`src/rtl/wordlit_op_pipe.sv`:
```
// wordlit_op_pipe: resize a word, combine it with KEY, and pass it down a valid-tagged pipe.
// Optional XOR accumulator on the output, enabled by defining WORDLIT_OP_ACCUM_EN.
module wordlit_op_pipe #(
   parameter int               IN_W    = 8,
   parameter int               OUT_W   = 16,
   parameter logic [OUT_W-1:0] KEY     = OUT_W'(1),
   parameter int               MODE    = 0,
   parameter int               STAGES  = 2,
   parameter int               MAX_OUT = 0
) (
   input  logic             clk,
   input  logic             rst,
   input  logic [IN_W-1:0]  __in0,
   input  logic             __in_valid,
   output logic [OUT_W-1:0] __out0,
   output logic             __out_valid,
   output logic             __continue
);

   logic             run;
   logic [OUT_W-1:0] ext;
   logic [OUT_W-1:0] op_res;

   if (IN_W <= OUT_W) begin : g_zext
      assign ext = OUT_W'(__in0);
   end else begin : g_trunc
      assign ext = __in0[OUT_W-1:0];
   end

   if (MODE == 0) begin : g_xor
      assign op_res = ext ^ KEY;
   end else if (MODE == 1) begin : g_add
      assign op_res = ext + KEY;
   end else if (MODE == 2) begin : g_sub
      assign op_res = ext - KEY;
   end else begin : g_bad_mode
      $error("wordlit_op_pipe: unsupported MODE");
      assign op_res = '0;
   end

   logic [STAGES-1:0] v_q;
   logic [STAGES-1:0] v_nx;
   logic [OUT_W-1:0]  d_q  [STAGES];
   logic [OUT_W-1:0]  d_nx [STAGES];

   // Next value of each stage: stage 0 takes the operator, later stages shift.
   always_comb begin
      v_nx[0] = __in_valid & run;
      d_nx[0] = op_res;
      for (int i = 1; i < STAGES; i++) begin
         v_nx[i] = v_q[i-1];
         d_nx[i] = d_q[i-1];
      end
   end

   // Stage registers; data only loads on valid so bubbles hold the old word.
   always_ff @(posedge clk or posedge rst) begin
      if (rst) begin
         v_q <= '0;
         for (int i = 0; i < STAGES; i++) d_q[i] <= '0;
      end else begin
         v_q <= v_nx;
         for (int i = 0; i < STAGES; i++) begin
            if (v_nx[i]) d_q[i] <= d_nx[i];
         end
      end
   end

   assign __out_valid = v_q[STAGES-1];

`ifdef WORDLIT_OP_ACCUM_EN
   logic [OUT_W-1:0] acc_q;

   // Fold each result entering the last stage so the output shows it at once.
   always_ff @(posedge clk or posedge rst) begin
      if (rst) acc_q <= '0;
      else if (v_nx[STAGES-1]) acc_q <= acc_q ^ d_nx[STAGES-1];
   end

   assign __out0 = acc_q;
`else
   assign __out0 = d_q[STAGES-1];
`endif

   if (MAX_OUT == 0) begin : g_free
      assign run = 1'b1;
   end else begin : g_cnt
      localparam int CW = $clog2(MAX_OUT + 1);
      typedef enum logic {S_RUN, S_HALT} state_t;
      state_t        state;
      state_t        state_nx;
      logic [CW-1:0] cnt;

      // State register.
      always_ff @(posedge clk or posedge rst) begin
         if (rst) state <= S_RUN;
         else     state <= state_nx;
      end

      // Halt on the edge that counts the last allowed output.
      always_comb begin
         state_nx = state;
         unique case (state)
            S_RUN: begin
               if (__out_valid && cnt == CW'(MAX_OUT - 1))
                  state_nx = S_HALT;
            end
            S_HALT: state_nx = S_HALT;
         endcase
      end

      // Accept inputs only while running.
      always_comb run = (state == S_RUN);

      // Saturating count of outputs seen while running.
      always_ff @(posedge clk or posedge rst) begin
         if (rst) cnt <= '0;
         else if (run && __out_valid && cnt != CW'(MAX_OUT))
            cnt <= cnt + 1'b1;
      end
   end

   assign __continue = run;

endmodule

```
`config.mk`:
```
export PLATFORM = sky130hd
export DESIGN_NAME = wordlit_op_pipe
export DESIGN_NICKNAME = d
export VERILOG_FILES = /design/src/rtl/wordlit_op_pipe.sv
export SDC_FILE = /design/constraint.sdc
export NUM_CORES = 1
export LEC_CHECK = 0
export BUFFER_PORTS_ARGS = -buffer_cell sky130_fd_sc_hd__buf_2
export CAP_MARGIN = 20
export CORE_MARGIN = 3
export CORE_UTILIZATION = 40
export DETAILED_ROUTE_END_ITERATION = 16
export GPL_TIMING_DRIVEN = 0
export PLACE_DENSITY = 0.74
export SYNTH_ARGS = -nofsm -noshare
export SYNTH_HDL_FRONTEND = slang
export SYNTH_SLANG_ARGS = --single-unit
```
`constraint.sdc`:
```
create_clock -name clk -period 1.35 [get_ports clk]
set_input_delay 0.27 -clock clk [delete_from_list [all_inputs] [get_ports clk]]
set_output_delay 0.27 -clock clk [all_outputs]
set_load 0.02 [all_outputs]
```
* After elaboration in Yosys (flattened, before gate mapping) *
Cells that the tools add are included.
Widths: inputs -> output; s select.

storage, ports and cells
  word-level logic and storage cells = 4
  bits in read-only memories = 0
  flip-flop bits (word level) = 18
  input bits = 11
  output and inout port bits = 18
  latch bits = 0
  RAM bits = 0
  memories = 0

cells by class
  order comparisons = 0
  divide/modulo/power cells = 0
  add/sub/neg operators = 0
  reduce and logical (&&, ||, !) cells = 0
  muxes and demuxes = 0
  $mul = 0
  bitwise gates (word level) = 1
  shift-type cells = 0
  eq/ne operators = 0

operators by type and width
  kind       count
  $not 1->1  1

* Logic depth before layout (Yosys ltp) *
Gate-level depths: netlist (run 1).

  depth after elaboration = 1
  depth in mapped cells = 3
  depth with buffers taken out = 2

* Least setup slack after synthesis (run 1) *
OpenSTA, ideal clock, no wires.

  path type = register -> register
  start point = reg v_q[0]
  end point = reg d_q (netlist bit __out0[0])
  library setup time = 0.125 ns
  slack = 0.436 ns
  required time = 1.225 ns
  path buffers = 1
  data arrival time = 0.789 ns
  period minus slack after synthesis = 0.914 ns
  cell stages (with the launch flop) = 3
  cells stage by stage = dfrtp_1 buf_6 mux2_4

RTL lines
  what                            RTL line  text
  start: declaration              41        logic [STAGES-1:0] v_q;
  start signal: assignment        62        v_q <= v_nx;
  end signal: indexed assignment  64        if (v_nx[i]) d_q[i] <= d_nx[i];
  end: declaration                43        logic [OUT_W-1:0] d_q [STAGES];

No word-level cell between the ends.

* Final worst setup path (run 1) *
  start point = reg d_q (netlist bit __out0[5])
  end point = out __out0[5]

RTL lines
  what              RTL line  text
  end: declaration  15        output logic [OUT_W-1:0] __out0,

No word-level cell between the ends.

==> results.toml, run 1 <==
[status]
status = "finished clean"

[floorplan]
fp.dieH_um = 50.3
fp.dieArea_sq_mm = 0.00253
boundaryPins = 29
initial_cell_density_of_the_core_pct = 44.1
fp-row-count = 15
core_region_area_sq_mm = 0.00178
die_w_um = 50.3

[clock_tree]
cts_htree_levels = 1
cts.root.buffer_cell = "clkbuf_4"
postCtsResizedCells = 0
hold_buffers = 0
clock_sinks = 18
worstSkewPairLatency_ns = 0.29
cts_buffers = 3
cts_max_path_buffers = 2
clkTransAtPathRegs_ns = 0.10
tritoncts = "yes"
cts_setup_buffers = 0

[critical_path]
critical_path.endpoint_type = "output port"
worstSetupStartpointType = "flop"
critical_path_required_ns = 1.08
crit_arrival_ns = 0.85
path_delay_family = "flip-flops"
ff_to_ff_end = "__out0[6]"
cp-endpoint = "__out0[5]"
timing.critical_path.fanout_max = 2
total_buffers_and_inverters_traversed_by_the_critical_path = 1
cp_num_cells = 1
max_stage_delay_ns = 0.40
worst-r2r-setup-slack_ns = 0.39
critical_path.slowest_cell = "dfrtp_1"
worstSetupPathType = "reg2out"
reg2reg_from = "v_q[0]"
critical_path.cell_chain = "buf_2"
worstSetupStartpoint = "__out0[5]"
timing.reg2reg.worst_path_depth = 2

[pwr]
worst_ir_drop_vdd_uv = 542
power_density_mw_per_mm2 = 1260
leakagePower_nw = 0.526

[detailed_routing]
drt_pass1_iterations = 1
routed_via_density = 4.02
drc_errors = 0
first_iter_violations = 0
wire_per_inst_um = 11.6
ant_nets = 0
via_count = 418
finalWirelength_um = 1210

[placement]
place_inst = 100
buffer_ports.inserted = 19
finalWeightedCongestion = 0.662

[synth]
netlist_area_sq_um = 786
synth.avg_cell_area_sq_um = 16.0
post-synth-top-area-cell = "dfrtp_1"
yosys_warnings = 0
synth_largest_type_area_fraction_pct = 57.3
ys_top_cells_by_area = "dfrtp_1, mux2_4, buf_4, buf_6, conb_1"
post_synth_inst_count = 49
synth_seq_cells = 18
synth_sequential_area_ratio_pct = 57.3
synth.lib_cells_used.distinct = 8

[sta]
whs_ns = 0.0539
finalSetupViolations = 0
final_min_period_over_clock_period_pct = 82.8
final_period_minus_worst_setup_slack_ns = 1.12
max_transition_margin_pct = 56.0
max_slew.worst_pin.slew_ns = 0.659
report.final.hold_viol_count = 0
timing_max_transition_violations_final = 0
max_freq_mhz = 895
final.setup.tns_ns = 0
rsz_0062_raised_after_global_routing = "no"
setup_clock_skew_after_layout_ns = 0.00498

[finish]
diodes_inserted = 0
final_layout_size_suffix_gt1_share_pct = 62.0
number_of_fill_cells_in_the_layout = 156
area.growth.synth_to_final_pct = 24.0
post_layout_nonfiller_instances = 104
final_nets = 91

[grt]
grt_max_degree = 19
grt.overflow.total = 0
number_of_antenna_violations_at_the_first_check_in_global_routing = 0
combined_global_route_utilization_of_all_metal_layers_pct = 10.2
grt_first_pass_wirelength_um = 1960
grt_pass1_vias = 436

[worst_hold_path]
timing.hold.worst.class = "in2async"

[flow_run]
timing.max_cap.violations = 0
==> routing by layer <==
metal  vias up  GRT usage [%]  routed length [um]
met4         0           5.38                  17
met2        17           17.0                 619
met5         -              0                   0
met1       199           12.6                 499
li1        200              -                   -
met3         2           1.78                  76
==> area by class of cell <==
type	instances	area, sq um	area share (%)
Tap cell	25	31.3	3.21
Inverter	1	3.75	0.385
Clock buffer	4	36.3	3.72
Multi-Input combinational cell	26	268	27.5
Timing Repair Buffer	19	95.1	9.76
Buffer	11	90.1	9.24
Sequential cell	18	450	46.2
==> where the power goes <==
group | internal, mW | leakage [nW] | switching, mW
sequential | 0.601 | 0.210 | 0.0342
clock | 0.164 | 0.0210 | 0.157
combinational | 0.140 | 0.296 | 0.130
total | 0.905 | 0.526 | 0.322
==> synthesized netlist by cell type <==
cell type,instances
dfrtp_1,18
mux2_4,15
buf_4,9
buf_6,2
conb_1,2
a21oi_1,1
inv_1,1
nor2_1,1
==> metrics by stage <==
| step | util (%) | power, mW | setup WS, ns | area [sq um] |
|---|---|---|---|---|
| 2_1_floorplan | - | 0.844 | 0.436 | 812 |
| 3_5_place_dp | 52.6 | 0.918 | 0.383 | 938 |
| 3_3_place_gp | 52.6 | 0.909 | 0.392 | 938 |
| 6_report | 54.7 | 1.23 | 0.233 | 975 |
| 4_1_cts | 54.7 | 1.25 | 0.223 | 975 |
| 5_1_grt | 54.7 | 1.28 | 0.193 | 975 |
==> cell families (layout without fill, tap and decap cells) <==
family,count (synthesis),after routing,share of synthesized area [%]
AO/OA/AOI/OAI,1,1,0.636
buffers and inverters,12,35,11.9
AND/OR/NAND/NOR,1,1,0.477
other,2,9,0.956
flip-flops,18,18,57.3
multiplexers,15,15,28.7
==> flip-flops by register name (all words and copies together), names as in the netlist <==
register	cells
__out0	8
v_q	2
d_nx	8
==> worst min path at each step <==
stage,end,slack (ns),depth (start not counted)
floorplan,__out0[0],0.21,1
global placement,__out0[6],0.38,2
detailed placement,v_q[1],0.39,0
CTS,d_nx[6],0.08,2
global route,v_q[0],0.11,1
finish,d_nx[0],0.05,2
==> placed cells by master, fill, tap and decap left out <==
cell and instances:
inv_1 1, buf_4 9, mux2_4 15, clkbuf_8 1, clkbuf_4 3, a21oi_1 1, dfrtp_1 18, conb_1 9
buf_2 19, buf_6 2, nor2_1 1
Power figures use the tool's default switching activity.
==> run 2, diff against run 1 <==
--- a/config.mk
+++ b/config.mk
@@ -5,13 +5,14 @@
 export SDC_FILE = /design/constraint.sdc
 export NUM_CORES = 1
 export LEC_CHECK = 0
+export ABC_AREA = 1
 export BUFFER_PORTS_ARGS = -buffer_cell sky130_fd_sc_hd__buf_2
 export CAP_MARGIN = 20
 export CORE_MARGIN = 3
 export CORE_UTILIZATION = 40
 export DETAILED_ROUTE_END_ITERATION = 16
 export GPL_TIMING_DRIVEN = 0
-export PLACE_DENSITY = 0.74
+export PLACE_DENSITY = 0.75
 export SYNTH_ARGS = -nofsm -noshare
 export SYNTH_HDL_FRONTEND = slang
 export SYNTH_SLANG_ARGS = --single-unit
==> constraint.sdc (replaced) <==
create_clock -name clk -period 1.2 [get_ports clk]
set_input_delay 0.24 -clock clk [delete_from_list [all_inputs] [get_ports clk]]
set_output_delay 0.24 -clock clk [all_outputs]
set_load 0.02 [all_outputs]
==> results.toml, run 2 <==
[status]
status = "finished clean"

[synth]
synth.avg_cell_area_sq_um = 8.95
synth_compound_gate_area_share_pct = 0
post-synth-top-area-cell = "dfrtp_1"
yosys_warnings = 0
asyncSetResetFlopFracSynth_pct = 100
netlist_area_sq_um = 743
synth_enable_flop_cells = 0
post_synth_inst_count = 83
synth_top_family_by_area = "simple AND/OR/NAND/NOR gates"
synth_most_common_cell = "nand2_1"
yosys.area_share.xor_xnor_pct = 0
synth-simple-area-share_pct = 24.2
share_of_synthesized_area_spent_on_multiplexers_pct = 0
synthTopCellsByCount = "nand2_1, dfrtp_1, buf_4"
synthAdderAreaFrac_pct = 0
synth.lib_cells_used.distinct = 7
synth_largest_type_area_fraction_pct = 60.6
synth_seq_cells = 18
ys_top_cells_by_area = "dfrtp_1, nand2_1, buf_4, buf_6, conb_1"
synth_sequential_area_ratio_pct = 60.6
synth_flop_cell = "dfrtp_1"

[finish]
post_layout_nonfiller_instances = 137
final_layout_size_suffix_gt1_share_pct = 31.9
layout.cell_area.non_filler_sq_um = 931
fin_util_pct = 57.1
area.growth.synth_to_final_pct = 25.3
number_of_fill_cells_in_the_layout = 164
layout_commonest_cell = "nand2_1"
most-common-layout-cells = "nand2_1, buf_2, dfrtp_1"
final_nets = 125
diodes_inserted = 0

[pwr]
net_switching_power_of_the_design_uw = 352
leakagePower_nw = 0.567
power_frac_comb_pct = 17.4
clock_network_fraction_of_total_power_pct = 28.7
worst_ir_drop_vdd_uv = 978
power_density_mw_per_mm2 = 1380
totalPowerFinal_mw = 1.28
internal_power_uw = 932
switching_share_pct = 27.4
sequentialPowerShare_pct = 53.9

[critical_path]
critical_path.slowest_cell = "dfrtp_1"
timing.reg2reg.worst_path_depth = 4
cp_num_cells = 1
timing.critical_path.fanout_max = 2
worstSetupStartpoint = "__out0[2]"
total_buffers_and_inverters_traversed_by_the_critical_path = 1
max_stage_delay_ns = 0.39
worst-r2r-setup-slack_ns = 0.37
reg2reg_from = "v_q[0]"
ff_to_ff_end = "__out0[6]"
critical_path_required_ns = 0.96
path_delay_family = "flip-flops"
worstSetupPathType = "reg2out"
worstSetupStartpointType = "flop"
critical_path.cell_chain = "buf_2"
crit_arrival_ns = 0.85
critical_path.endpoint_type = "output port"

[placement]
instance_area_at_placement_sq_um = 895
place_inst = 133
place_ws_ns = 0.391
buffer_ports.inserted = 19
finalWeightedCongestion = 0.720

[clock_tree]
clkTransAtPathRegs_ns = 0.10
clock_sinks = 18
cts_setup_buffers = 0
tritoncts = "yes"
cts_buffers = 3
cts.root.buffer_cell = "clkbuf_4"
cts_htree_levels = 1
hold_buffers = 0
cts_max_path_buffers = 2
worstSkewPairLatency_ns = 0.29
postCtsResizedCells = 0

[sta]
whs_ns = 0.0160
setup_clock_skew_after_layout_ns = 0.00443
final_min_period_over_clock_period_pct = 90.5
finalWorstSetupSlack_ns = 0.114
report.final.hold_viol_count = 0
final_period_minus_worst_setup_slack_ns = 1.09
finalSetupViolations = 0
max_slew.worst_pin.slew_ns = 0.640
final.setup.tns_ns = 0
max_transition_margin_pct = 57.3
max_freq_mhz = 921
rsz_0062_raised_after_global_routing = "no"
timing_max_transition_violations_final = 0

[worst_hold_path]
timing.hold.worst.class = "in2async"

[floorplan]
fp.dieH_um = 49.1
initial_cell_density_of_the_core_pct = 45.6
boundaryPins = 29
die_w_um = 49.1
fp.dieArea_sq_mm = 0.00241
fp-row-count = 14
core_region_area_sq_mm = 0.00163

[detailed_routing]
drc_errors = 0
routed_via_density = 3.91
via_count = 536
first_iter_violations = 6
wire_per_inst_um = 8.66
ant_nets = 0
finalWirelength_um = 1190
drt_pass1_iterations = 3

[grt]
grt_first_pass_wirelength_um = 2010
grt_pass1_vias = 494
combined_global_route_utilization_of_all_metal_layers_pct = 10.8
number_of_antenna_violations_at_the_first_check_in_global_routing = 0
grt.overflow.total = 0
grt_max_degree = 19

[flow_run]
timing.max_cap.violations = 0
run 2: changes by cell type after synthesis, sizes merged:
cell | previous run | this run
nor2 | 1 | 0
inv | 1 | 4
nand2 | 0 | 48
mux2 | 15 | 0
a21oi | 1 | 0
run 2: layer usage:
metal | GRT usage, % | up-vias | wire length (um)
met1 | 13.3 | 227 | 518
li1 | - | 287 | -
met5 | 0 | - | 0
met4 | 5.69 | 0 | 8
met3 | 3.67 | 2 | 108
met2 | 16.5 | 20 | 552
run 2: power by group through the flow:
stage | clock [mW] | sequential, mW | combinational [mW]
after CTS | 0.374 | 0.693 | 0.226
after global routing | 0.400 | 0.700 | 0.250
after detailed placement | 0 | 0.705 | 0.226
final | 0.369 | 0.692 | 0.223
after floorplan | 0 | 0.741 | 0.121
after global placement | 0 | 0.701 | 0.222
run 2: how the worst max path moves through the flow:
stage / slack [ns] / to
6_report: 0.11 / __out0[2]
5_1_grt: 0.08 / __out0[2]
4_1_cts: 0.10 / __out0[3]
3_5_place_dp: 0.39 / d_nx[4]
3_3_place_gp: 0.40 / __out0[1]
2_1_floorplan: 0.45 / __out0[4]
run 2: final cells by class:
type | instances | area [sq um] | area share [%]
Sequential cell | 18 | 450 | 48.4
Tap cell | 24 | 30.0 | 3.23
Timing Repair Buffer | 19 | 95.1 | 10.2
Multi-Input combinational cell | 57 | 214 | 23.0
Inverter | 4 | 15.0 | 1.61
Clock buffer | 4 | 36.3 | 3.90
Buffer | 11 | 90.1 | 9.68
run 2: cells by family (layout without fill, tap and decap cells):
logic type,Yosys count,after routing
other cells,2,9
buf+inv,15,38
flops,18,18
simple gates,48,48
==> run 3, diff against run 2 <==
--- a/config.mk
+++ b/config.mk
@@ -6,7 +6,7 @@
 export NUM_CORES = 1
 export LEC_CHECK = 0
 export ABC_AREA = 1
-export BUFFER_PORTS_ARGS = -buffer_cell sky130_fd_sc_hd__buf_2
+export BUFFER_PORTS_ARGS = -buffer_cell sky130_fd_sc_hd__clkbuf_2
 export CAP_MARGIN = 20
 export CORE_MARGIN = 3
 export CORE_UTILIZATION = 40
==> results.toml, run 3 (same netlist as run 2, synthesis figures left out) <==
[status]
status = "finished with violations"
violations_in_the_final_reports = "negative hold slack"

[floorplan]
fp.dieH_um = 49.1
fp-row-count = 14
core_region_area_sq_mm = 0.00163
boundaryPins = 29
die_w_um = 49.1
fp.dieArea_sq_mm = 0.00241
initial_cell_density_of_the_core_pct = 45.6

[detailed_routing]
wire_per_inst_um = 8.59
drc_errors = 0
finalWirelength_um = 1180
via_count = 550
drt_pass1_iterations = 4
first_iter_violations = 7
ant_nets = 0
routed_via_density = 4.01

[placement]
buffer_ports.inserted = 19
place_ws_ns = 0.380
hpwl_um = 913
finalWeightedCongestion = 0.719

[critical_path]
ff_to_ff_end = "__out0[1]"
reg2reg_from = "v_q[0]"
critical_path.cell_chain = "clkbuf_2"
timing.reg2reg.worst_path_depth = 4
max_stage_delay_ns = 0.39
timing.critical_path.fanout_max = 2
crit_arrival_ns = 0.84
worst-r2r-setup-slack_ns = 0.37
critical_path_required_ns = 0.96
total_buffers_and_inverters_traversed_by_the_critical_path = 1
critical_path.endpoint_type = "output port"
path_delay_family = "flip-flops"
critical_path.slowest_cell = "dfrtp_1"
worstSetupPathType = "reg2out"
worstSetupStartpointType = "flop"

[finish]
most-common-layout-cells = "nand2_1, clkbuf_2, dfrtp_1"
fin_util_pct = 57.1
final_nets = 125
area.growth.synth_to_final_pct = 25.3
number_of_fill_cells_in_the_layout = 159
diodes_inserted = 0
layout_commonest_cell = "nand2_1"
final_layout_size_suffix_gt1_share_pct = 31.9

[clock_tree]
postCtsResizedCells = 0
clock_sinks = 18
clkTransAtPathRegs_ns = 0.10
cts_max_path_buffers = 2
worstSkewPairLatency_ns = 0.29
tritoncts = "yes"
cts.root.buffer_cell = "clkbuf_4"
cts_htree_levels = 1
cts_setup_buffers = 0
cts_buffers = 3
hold_buffers = 0

[pwr]
totalPowerFinal_mw = 1.28
leakagePower_nw = 0.568
worst_ir_drop_vdd_uv = 1060
power_density_mw_per_mm2 = 1370

[worst_hold_path]
timing.hold.worst.class = "in2async"

[grt]
grt_pass1_vias = 506
combined_global_route_utilization_of_all_metal_layers_pct = 11.4
grt_first_pass_wirelength_um = 2060
grt.overflow.total = 0
grt_max_degree = 19
number_of_antenna_violations_at_the_first_check_in_global_routing = 0

[sta]
max_freq_mhz = 924
report.final.hold_viol_count = 3
rsz_0062_raised_after_global_routing = "no"
timing_max_transition_violations_final = 0
max_slew.worst_pin.slew_ns = 0.632
setup_clock_skew_after_layout_ns = 0.00288
finalSetupViolations = 0
max_transition_margin_pct = 57.8
finalWorstSetupSlack_ns = 0.118
final_min_period_over_clock_period_pct = 90.1
whs_ns = -0.000622
final_period_minus_worst_setup_slack_ns = 1.08
final.setup.tns_ns = 0

[flow_run]
timing.max_cap.violations = 0
[run 3: changes by cell type in the layout (fill, tap and decap cells not counted)]
cell | previous run | this run
clkbuf_2 | 0 | 19
buf_2 | 19 | 0
[run 3: worst max path at each step]
stage,start,end,cells after the start
finish,__out0[6],__out0[6],1
global route,__out0[5],__out0[5],1
CTS,__out0[3],__out0[3],1
detailed placement,v_q[0],__out0[1],4
global placement,v_q[0],__out0[1],4
floorplan,v_q[0],__out0[4],4
[run 3: cell type report]
class / instances / area [sq um] / area share (%)
buffer: 11 / 90.1 / 9.68
clock buffer: 4 / 36.3 / 3.90
timing repair buffer: 19 / 95.1 / 10.2
sequential: 18 / 450 / 48.4
tap: 24 / 30.0 / 3.23
inverter: 4 / 15.0 / 1.61
multi-input combinational: 57 / 214 / 23.0
[run 3: per-layer routing]
metal	global-route usage, %	wire length (um)	vias up
met2	16.7	533	21
met4	5.69	19	0
met5	0	0	-
met3	5.50	116	4
met1	13.8	507	239
li1	-	-	286
[run 3: through the flow]
step / cell area (sq um) / cells
finish: 931 / 137
global route: 931 / 137
CTS: 931 / 137
detailed placement: 895 / 133
global placement: 895 / 133
floorplan: 769 / 90
[run 3: power by group]
| group | leakage (nW) | switching [mW] | internal [mW] |
|---|---|---|---|
| logic | 0.326 | 0.140 | 0.0833 |
| clock network | 0.0210 | 0.177 | 0.185 |
| registers | 0.221 | 0.0295 | 0.663 |
